**src/rtl/testport_write_capture_if.sv**
```systemverilog
// Test-port capture bus: D-mem write snoop inputs plus the valid/ready result stream.
// The master is the CPU/consumer side; the slave is the capture block.
interface testport_write_capture_if;
  logic [29:0] addr;
  logic [31:0] data;
  logic        wen;
  logic        out_valid;
  logic [31:0] out_data;
  logic [15:0] out_stamp;
  logic        out_ready;

  modport master (
    output addr,
    output data,
    output wen,
    output out_ready,
    input  out_valid,
    input  out_data,
    input  out_stamp
  );

  modport slave (
    input  addr,
    input  data,
    input  wen,
    input  out_ready,
    output out_valid,
    output out_data,
    output out_stamp
  );
endinterface

```
**src/rtl/testport_write_capture.sv**
```systemverilog
// Snoops D-mem writes to the test port, counts each stalled write once, byte-swaps it and queues
// words between the begin and end markers. Optional macro TESTPORT_STAMP_EN adds per-entry cycle stamps.
module testport_write_capture #(
  parameter logic [29:0] TEST_PORT    = 30'h10,
  parameter logic [31:0] BEGIN_SYMBOL = 32'h00000168,
  parameter logic [31:0] END_SYMBOL   = 32'hFFFFFD5D,
  parameter int          DEPTH        = 8
) (
  input  logic                         clk,
  input  logic                         rst,
  testport_write_capture_if.slave      bus,
  output logic                         active,
  output logic                         done,
  output logic                         overflow,
  output logic [7:0]                   word_cnt
);

  localparam int PTR_W = $clog2(DEPTH);
  localparam int CNT_W = PTR_W + 1;
  localparam logic [CNT_W-1:0] FULL_CNT = CNT_W'(DEPTH);

  typedef enum logic [1:0] {
    ST_IDLE    = 2'd0,
    ST_CAPTURE = 2'd1,
    ST_DONE    = 2'd2
  } state_t;

  function automatic logic [31:0] byte_swap(input logic [31:0] w);
    return {w[7:0], w[15:8], w[23:16], w[31:24]};
  endfunction

  state_t           state_r;
  state_t           state_nxt_s;
  logic             wen_q_r;
  logic [PTR_W-1:0] wr_ptr_r;
  logic [PTR_W-1:0] rd_ptr_r;
  logic [CNT_W-1:0] count_r;
  logic [CNT_W-1:0] count_nxt_s;
  logic [31:0]      mem_r [DEPTH];
  logic [7:0]       word_cnt_r;
  logic             overflow_r;
  logic             active_r;
  logic             done_r;
  logic             out_valid_r;

  logic [31:0]      swapped_s;
  logic             hit_s;
  logic             event_s;
  logic             begin_s;
  logic             push_req_s;
  logic             full_s;
  logic             pop_s;
  logic             push_s;
  logic             drop_s;

  assign swapped_s = byte_swap(bus.data);
  assign hit_s     = bus.wen && (bus.addr == TEST_PORT);
  // Only the first cycle of a (possibly stalled) write counts as an event.
  assign event_s   = hit_s && !wen_q_r;
  assign full_s    = (count_r == FULL_CNT);
  assign pop_s     = out_valid_r && bus.out_ready;
  assign push_s    = push_req_s && (!full_s || pop_s);
  assign drop_s    = push_req_s && full_s && !pop_s;

  // Next-state decode of the capture window.
  always_comb begin
    state_nxt_s = state_r;
    begin_s     = 1'b0;
    push_req_s  = 1'b0;
    case (state_r)
      ST_IDLE: begin
        if (event_s && (swapped_s == BEGIN_SYMBOL)) begin
          state_nxt_s = ST_CAPTURE;
          begin_s     = 1'b1;
        end else begin
          state_nxt_s = ST_IDLE;
        end
      end
      ST_CAPTURE: begin
        if (event_s) begin
          push_req_s = 1'b1;
          // A dropped end marker still closes the window.
          if (swapped_s == END_SYMBOL) begin
            state_nxt_s = ST_DONE;
          end else begin
            state_nxt_s = ST_CAPTURE;
          end
        end else begin
          state_nxt_s = ST_CAPTURE;
        end
      end
      ST_DONE: begin
        state_nxt_s = ST_DONE;
      end
      default: begin
        state_nxt_s = ST_IDLE;
      end
    endcase
  end

  // Occupancy after this cycle's push/pop.
  always_comb begin
    count_nxt_s = count_r + CNT_W'(push_s) - CNT_W'(pop_s);
  end

  // State register and registered status flags.
  always_ff @(posedge clk) begin
    if (rst) begin
      state_r  <= ST_IDLE;
      wen_q_r  <= 1'b0;
      active_r <= 1'b0;
      done_r   <= 1'b0;
    end else begin
      state_r  <= state_nxt_s;
      wen_q_r  <= bus.wen;
      active_r <= (state_nxt_s == ST_CAPTURE);
      done_r   <= (state_nxt_s == ST_DONE);
    end
  end

  // FIFO pointers, occupancy and head-valid flag.
  always_ff @(posedge clk) begin
    if (rst) begin
      wr_ptr_r    <= {PTR_W{1'b0}};
      rd_ptr_r    <= {PTR_W{1'b0}};
      count_r     <= {CNT_W{1'b0}};
      out_valid_r <= 1'b0;
    end else begin
      if (push_s) begin
        wr_ptr_r <= wr_ptr_r + PTR_W'(1);
      end else begin
        wr_ptr_r <= wr_ptr_r;
      end
      if (pop_s) begin
        rd_ptr_r <= rd_ptr_r + PTR_W'(1);
      end else begin
        rd_ptr_r <= rd_ptr_r;
      end
      count_r     <= count_nxt_s;
      out_valid_r <= (count_nxt_s != {CNT_W{1'b0}});
    end
  end

  // FIFO data storage.
  always_ff @(posedge clk) begin
    if (rst) begin
      for (int i = 0; i < DEPTH; i++) begin
        mem_r[i] <= 32'h0000_0000;
      end
    end else if (push_s) begin
      mem_r[wr_ptr_r] <= swapped_s;
    end else begin
      mem_r[wr_ptr_r] <= mem_r[wr_ptr_r];
    end
  end

  // Word counter and sticky overflow flag.
  always_ff @(posedge clk) begin
    if (rst) begin
      word_cnt_r <= 8'h00;
      overflow_r <= 1'b0;
    end else begin
      if (begin_s) begin
        word_cnt_r <= 8'h00;
      end else if (push_s && (word_cnt_r != 8'hFF)) begin
        word_cnt_r <= word_cnt_r + 8'h01;
      end else begin
        word_cnt_r <= word_cnt_r;
      end
      if (drop_s) begin
        overflow_r <= 1'b1;
      end else begin
        overflow_r <= overflow_r;
      end
    end
  end

`ifdef TESTPORT_STAMP_EN
  logic [15:0] stamp_r;
  logic [15:0] stamp_mem_r [DEPTH];

  // Cycle stamp counter, running only while the window is open.
  always_ff @(posedge clk) begin
    if (rst) begin
      stamp_r <= 16'h0000;
    end else if (begin_s) begin
      stamp_r <= 16'h0000;
    end else if (state_r == ST_CAPTURE) begin
      stamp_r <= stamp_r + 16'h0001;
    end else begin
      stamp_r <= stamp_r;
    end
  end

  // Stamp storage alongside each FIFO entry.
  always_ff @(posedge clk) begin
    if (rst) begin
      for (int i = 0; i < DEPTH; i++) begin
        stamp_mem_r[i] <= 16'h0000;
      end
    end else if (push_s) begin
      stamp_mem_r[wr_ptr_r] <= stamp_r;
    end else begin
      stamp_mem_r[wr_ptr_r] <= stamp_mem_r[wr_ptr_r];
    end
  end

  assign bus.out_stamp = stamp_mem_r[rd_ptr_r];
`else
  assign bus.out_stamp = 16'h0000;
`endif

  assign bus.out_valid = out_valid_r;
  assign bus.out_data  = mem_r[rd_ptr_r];
  assign active        = active_r;
  assign done          = done_r;
  assign overflow      = overflow_r;
  assign word_cnt      = word_cnt_r;

endmodule
```
**src/flat_wrapper.sv**
```systemverilog
// flat-port wrapper written by rule: the top's interface ports become plain ports
module testport_write_capture_flat 
#(
  parameter logic [29:0] TEST_PORT    = 30'h10,
  parameter logic [31:0] BEGIN_SYMBOL = 32'h00000168,
  parameter logic [31:0] END_SYMBOL   = 32'hFFFFFD5D,
  parameter int          DEPTH        = 8
)
  (clk, rst, active, done, overflow, word_cnt, bus_addr, bus_data, bus_wen, bus_out_ready, bus_out_valid, bus_out_data, bus_out_stamp);
  testport_write_capture_if bus_i ();
  input  logic clk;
  input  logic rst;
  output logic active;
  output logic done;
  output logic overflow;
  output logic [7:0] word_cnt;
  input wire logic [$bits(bus_i.addr)-1:0] bus_addr;
  input wire logic [$bits(bus_i.data)-1:0] bus_data;
  input wire logic [$bits(bus_i.wen)-1:0] bus_wen;
  input wire logic [$bits(bus_i.out_ready)-1:0] bus_out_ready;
  output wire logic [$bits(bus_i.out_valid)-1:0] bus_out_valid;
  output wire logic [$bits(bus_i.out_data)-1:0] bus_out_data;
  output wire logic [$bits(bus_i.out_stamp)-1:0] bus_out_stamp;
  assign bus_i.addr = bus_addr;
  assign bus_i.data = bus_data;
  assign bus_i.wen = bus_wen;
  assign bus_i.out_ready = bus_out_ready;
  assign bus_out_valid = bus_i.out_valid;
  assign bus_out_data = bus_i.out_data;
  assign bus_out_stamp = bus_i.out_stamp;
  testport_write_capture #(.TEST_PORT(TEST_PORT), .BEGIN_SYMBOL(BEGIN_SYMBOL), .END_SYMBOL(END_SYMBOL), .DEPTH(DEPTH)) u_core (.clk(clk), .rst(rst), .bus(bus_i), .active(active), .done(done), .overflow(overflow), .word_cnt(word_cnt));
endmodule
```
**config.mk**
```make
export PLATFORM = sky130hd
export DESIGN_NAME = testport_write_capture_flat
export DESIGN_NICKNAME = d
export VERILOG_FILES = /design/src/rtl/testport_write_capture_if.sv /design/src/rtl/testport_write_capture.sv /design/src/flat_wrapper.sv
export SDC_FILE = /design/constraint.sdc
export NUM_CORES = 1
export LEC_CHECK = 0
export BUFFER_PORTS_ARGS = -buffer_cell sky130_fd_sc_hd__buf_4
export CAP_MARGIN = 20
export CELL_PAD_IN_SITES_DETAIL_PLACEMENT = 0
export CELL_PAD_IN_SITES_GLOBAL_PLACEMENT = 2
export CORE_UTILIZATION = 43
export DETAILED_ROUTE_END_ITERATION = 16
export PLACE_DENSITY_LB_ADDON = 0.1
export SLEW_MARGIN = 20
export SYNTH_ARGS = -nofsm -noshare
export SYNTH_HDL_FRONTEND = slang
export SYNTH_SLANG_ARGS = --single-unit
export TNS_END_PERCENT = 1
```
**constraint.sdc**
```tcl
create_clock -name clk -period 3.2 [get_ports clk]
set_input_delay 0.48 -clock clk [delete_from_list [all_inputs] [get_ports clk]]
set_output_delay 0.48 -clock clk [all_outputs]
set_load 0.05 [all_outputs]
```
==> results of run 1 <==
-- path summary, 6_finish.rpt --
kind / end / slack (ps) / cells after the start
setup / recovery: bus_out_data[10] / 160 / 4
hold reg to reg: u_core.overflow / 450 / 2
setup reg to reg: u_core.bus.out_valid / 660 / 8
hold / removal: u_core.wen_q_r / 140 / 2
-- final cells by class --
type | count | area share
Tap cell | 390 | 0.0315
Clock buffer | 34 | 0.0508
Clock inverter | 22 | 0.0119
Multi-Input combinational cell | 517 | 0.293
Inverter | 11 | 0.00267
Sequential cell | 284 | 0.533
Timing Repair Buffer | 143 | 0.0774
-- state kept, by name (all words and copies together) (netlist names), 2 cells and up, named ones only --
name	flops
u_core.count_r	4
u_core.mem_r	256
u_core.rd_ptr_r	3
u_core.state_r	2
u_core.word_cnt	8
u_core.wr_ptr_r	3
-- layer usage --
metal	vias up	global-route usage	share of wire	routed length [um]
li1	3437	-	-	-
met1	3846	0.278	0.42	13600
met2	203	0.370	0.51	16400
met3	47	0.0306	0.047	1520
met4	0	0.0474	0.018	587
met5	-	0	0	0
-- cell families after synthesis --
kind of cell | count (synthesis) | synth area share
XOR/XNOR | 5 | 0.00334
buffers and inverters | 79 | 0.0296
adder cells (fa/ha/maj) | 9 | 0.00916
multiplexers | 96 | 0.137
other | 1 | 0.000286
flip-flops | 284 | 0.629
AO/OA/AOI/OAI | 28 | 0.0129
AND/OR/NAND/NOR | 363 | 0.178
-- placed cells by master, fill, tap and decap left out, types with 12 or more instances in the layout --
master	count
conb_1	16
clkbuf_16	31
dfxtp_1	26
nand2_1	12
nor4_1	13
mux2_2	32
and2_1	258
edfxtp_1	256
a21oi_1	12
mux4_2	64
buf_4	133
-- per-stage QoR --
stage               instance area (sq um)  setup WS (ps)  hold slack [ps]
floorplan                           13200            263              454
global placement                    14500            110              437
detailed placement                  14500           79.8              442
CTS                                 15500            123              124
global route                        15500           57.6              159
finish                              15500            163              144
-- power groups by stage --
| stage | logic (W) | registers [W] | clock network [W] |
|---|---|---|---|
| 6_report | 0.00199 | 0.00433 | 0.00345 |
| 3_3_place_gp | 0.00200 | 0.00440 | 0 |
| 4_1_cts | 0.00202 | 0.00434 | 0.00351 |
| 5_1_grt | 0.00212 | 0.00436 | 0.00364 |
| 2_1_floorplan | 0.00143 | 0.00437 | 0 |
| 3_5_place_dp | 0.00202 | 0.00442 | 0 |
-- worst register-to-register path: cells and delay by family, from the launching register on --
kind,cells,cell delay [ps]
adders and majority gates,2,650
and+or+nand+nor,6,1460
DFF,1,300
==> reports/results.ini, run 1 <==
[yosys]
netlist_instances=865
number_of_warnings_reported_in_the_yosys_synthesis_log=0
synth_top_cell_area_share=0.586
synth.lib_cells_used.distinct=47
synth_area_leader_cell=edfxtp_1
synth-edff-count=256
postSynth.topFlopCell=edfxtp_1
async_reset_ff_frac=0
synth_commonest_cells=258 x and2_1, 256 x edfxtp_1, 64 x mux4_2, 32 x mux2_2
number_of_flip_flops_and_latches_in_the_synthesized_netlist=284
cell_with_the_most_instances_after_synthesis=and2_1
synth.top_cells.by_area=edfxtp_1 59%, and2_1 12%, mux4_2 11%, dfxtp_1 4.3%, mux2_2 2.7%
syn_avg_cell_area_sq_um=15.2
seq_area_frac_synth=0.629
synthesis.area_sq_mm=0.0131

[pwr]
power_frac_clock=0.353
comb_power_share=0.204
design_power_total_w=0.00977
swShare=0.275
leakage_nw=5.45
share_seq_of_total_power=0.444
switching_power_w=0.00269
vdd_ir_drop_max_uv=398
power_density_mw_per_mm2=631
power_report.internal_total_w=0.00708

[place]
dp.cells=1345
globalplace.congestion=0.758
total_half_perimeter_wirelength_after_legalization_and_detailed_placement_um=19100
buffer_ports.inserted=109

[cts]
root_buffer=clkbuf_16
tritoncts_num_sinks=284
worstSkewPairLatency_ps=550
post-cts-setup-buffer-count=0
post_cts_hold_buffer_count=0
ctsHtreeMaxLevel=1
path_clk_slew_ps=60
tritoncts.num_buffers=31
cts.repair.resized=0
cts_buffer_depth=3
cts_tree=yes

[setup_path]
crit_path_start_kind=flop
timing.critical_path.slowest_cell_delay_ps=570
critPathMaxFanout=28
cp.required_ps=2720
rr_startpoint=u_core.wen_q_r
cp_num_buf_inv=2
arrival_ps=2560
timing.setup.critical_path_class=reg -> out
cell_by_cell_trace_of_the_critical_path=buf_12, mux4_2, mux2_2, buf_4
cpMaxStageDelayCell=dfxtp_4
critical-path-top-delay-family=multiplexers
cp-end-kind=output pin

[drt]
drc_errors=0
via_count=7533
dr.first_iter.drc_count=465
detail_route.vias_per_cell=5.38
drt_wl_total_um=32100
antenna_violating_nets_post_route=0
drt-wirelength-per-cell_um=22.9
drt_first_pass_iters=4

[layout]
layout.cells.non_filler=1401
num-nets-final=1063
syn_to_final_growth_pct=18.2
share_of_post_route_cells_with_drive_strength_above_1=0.301
fill_cells=2484
multi_input_comb_area_sq_mm=0.00454
ff_latch_area_sq_mm=0.00825
post-route-util=0.520
antenna-diode-count=0

[sta]
grt_setup_unrepaired=false
final_min_period_over_clock_period=0.949
setup_tns_ps=0
relSlewSlack=0.438
slew_violations=0
setup_viol_count_final=0
period_minus_slack_ps=3040
finalHoldViolations=0
timing.clock.skew_ps=7.73
fmaxAchievable_mhz=329
timing_worst_slew_pin_value_ps=836

[floorplan]
design.core.area_sq_mm=0.0298
die-width_um=177
io-pin-count=126
die_area_sq_mm=0.0312
floorplan.initialDensity=0.440
floorplan.rows=63
die_h_um=177

[outcome]
status=finished clean

[global_route]
grt_first_pass_wirelength_um=48600
grt.total_usage=0.212
pin_count_of_the_biggest_net_entering_global_routing=65
first_global_vias=7977
grt_overflow_total=0
grt_antenna_before_repair=1

[flow_run]
drv.max_cap_violation_count=0

[worst_hold_path]
hold_class=in -> reg
hold_start=bus_wen

Power figures use the tool's default switching activity.
==> run 2, diff against run 1 <==
==> constraint.sdc (replaced) <==
create_clock -name clk -period 2.8 [get_ports clk]
set_input_delay 0.42 -clock clk [delete_from_list [all_inputs] [get_ports clk]]
set_output_delay 0.42 -clock clk [all_outputs]
set_load 0.05 [all_outputs]
==> reports/results.ini, run 2 (synthesis gave the netlist of run 1 again) <==
[cts]
cts_tree=yes
root_buffer=clkbuf_16
path_clk_slew_ps=60  ; about the same
tritoncts.num_buffers=31  ; unchanged
worstSkewPairLatency_ps=550  ; about the same
ctsHtreeMaxLevel=1  ; unchanged
post_cts_hold_buffer_count=0  ; unchanged
tritoncts_num_sinks=284  ; unchanged
cts_buffer_depth=3  ; unchanged
post-cts-setup-buffer-count=0  ; unchanged

[layout]
final_common_cell=and2_1
antenna-diode-count=0  ; unchanged
syn_to_final_growth_pct=19.4
post-route-util=0.525  ; +0.00558
largest_reg_flops=256  ; unchanged
share_of_post_route_cells_with_drive_strength_above_1=0.309  ; +0.00874
num-nets-final=1071  ; +0.75%
most-common-layout-cells=258 x and2_1, 256 x edfxtp_1, 132 x buf_4
largest-register=u_core.mem_r

[outcome]
status=finished clean

[place]
globalplace.congestion=0.748  ; -1.4%
buffer_ports.inserted=109  ; unchanged
dp_worst_setup_slack_ps=-83.3  ; -163 ps
total_half_perimeter_wirelength_after_legalization_and_detailed_placement_um=19700  ; +3.5%

[setup_path]
crit_path_start_kind=flop
rr_startpoint=u_core.wen_q_r
rr_endpoint=u_core.bus.out_valid
critPathMaxFanout=26  ; -7.1%
worst-r2r-setup-slack_ps=340  ; -320 ps
timing.setup.critical_path_class=reg -> out
cp-end-kind=output pin
cp.required_ps=2380  ; -340 ps
depth_of_the_worst_register_to_register_path=8  ; unchanged
arrival_ps=2310  ; -250 ps

[floorplan]
floorplan.rows=63  ; unchanged
floorplan.initialDensity=0.440  ; unchanged
design.core.area_sq_mm=0.0298  ; unchanged
die_h_um=177  ; unchanged
die_area_sq_mm=0.0312  ; unchanged
die-width_um=177  ; unchanged
io-pin-count=126  ; unchanged

[global_route]
first_global_vias=8111  ; +1.7%
grt_antenna_before_repair=0  ; -1
grt.total_usage=0.217  ; +0.00535
grt_first_pass_wirelength_um=49300  ; +1.3%
grt_overflow_total=0  ; unchanged
pin_count_of_the_biggest_net_entering_global_routing=65  ; unchanged

[pwr]
power_report.internal_total_w=0.00796  ; +12%
power_frac_clock=0.340  ; -0.013
power_density_mw_per_mm2=706  ; +12%
comb_power_share=0.214  ; +0.010
design_power_total_w=0.0111  ; +13%
vdd_ir_drop_max_uv=477  ; +20%
share_seq_of_total_power=0.446  ; +0.002
swShare=0.280  ; +0.00513
leakage_nw=5.50  ; +0.83%
switching_power_w=0.00310  ; +15%

[sta]
timing.final.ws_setup_ps=68.6  ; -94.0 ps
period_minus_slack_ps=2730
grt_setup_unrepaired=false
holdWs_ps=83.3  ; -60.5 ps
final_min_period_over_clock_period=0.975
fmaxAchievable_mhz=366
setup_tns_ps=0  ; unchanged
timing.clock.skew_ps=12.0  ; +4.23 ps
setup_viol_count_final=0  ; unchanged
slew_violations=0  ; unchanged
timing_worst_slew_pin_value_ps=656  ; -180 ps
relSlewSlack=0.563  ; +0.125
finalHoldViolations=0  ; unchanged

[drt]
dr.first_iter.drc_count=470  ; +1.1%
drt_wl_total_um=32800  ; +2.0%
drc_errors=0  ; unchanged
drt-wirelength-per-cell_um=23.3  ; +1.4%
antenna_violating_nets_post_route=0  ; unchanged
drt_first_pass_iters=4  ; unchanged
detail_route.vias_per_cell=5.44  ; +1.2%
via_count=7662  ; +1.7%

[worst_hold_path]
hold_start=bus_wen
hold_class=in -> reg
hold_ep=u_core.wen_q_r
min_delay_path_depth=2  ; unchanged

[flow_run]
drv.max_cap_violation_count=0  ; unchanged

-- run 2: power by group through the flow --
stage	clock (W)	combinational (W)	sequential [W]
final	0.00376	0.00237	0.00493
after floorplan	0	0.00163	0.00499
after global routing	0.00398	0.00251	0.00495
after CTS	0.00384	0.00240	0.00493
after detailed placement	0	0.00236	0.00501
after global placement	0	0.00232	0.00499
-- run 2: worst max-delay path by stage --
stage           startpoint              endpoint  slack, ps  cells past startpoint
5_1_grt               flop      bus_out_data[24]        0.3                      4
3_3_place_gp   bus_addr[9]  u_core.bus.out_valid          9                      9
2_1_floorplan  bus_addr[9]  u_core.bus.out_valid         20                      9
3_5_place_dp   bus_addr[1]  u_core.bus.out_valid        -80                      9
4_1_cts               flop      bus_out_data[11]        -10                      4
6_report              flop       bus_out_data[0]         70                      4
-- run 2: timing repair --
action | in CTS | in global routing
gates resized for setup | 2 | 3
gates cloned | 1 | 0
setup endpoints to repair | 26 | 8
hold endpoints to repair | 0 | 0
-- run 2: area by class of cell --
cell class                 count  area [sq um]
clock buffer                  37           798
clock inverter                18           125
fill                        2539         14100
inverter                      11          41.3
multi-input combinational    517          4590
sequential                   284          8250
tap                          390           488
timing repair buffer         151          1360
-- run 2: routing by layer --
| metal | routed length [um] | up-vias | track usage |
|---|---|---|---|
| met5 | 0 | - | 0 |
| li1 | - | 3448 | - |
| met4 | 720 | 0 | 0.0528 |
| met2 | 16800 | 206 | 0.383 |
| met1 | 13800 | 3959 | 0.283 |
| met3 | 1480 | 49 | 0.0280 |
-- run 2: worst max-delay path, cell delays in order (launching register included) --
cell	delay, ps
dfxtp_4	430
buf_16	260
mux4_2	540
mux2_2	310
buf_4	200
-- run 2: metrics by stage --
step | cells | area [sq um]
after global routing | 1408 | 15700
after CTS | 1408 | 15600
after detailed placement | 1352 | 14700
final | 1408 | 15700
after floorplan | 880 | 13200
after global placement | 1352 | 14700
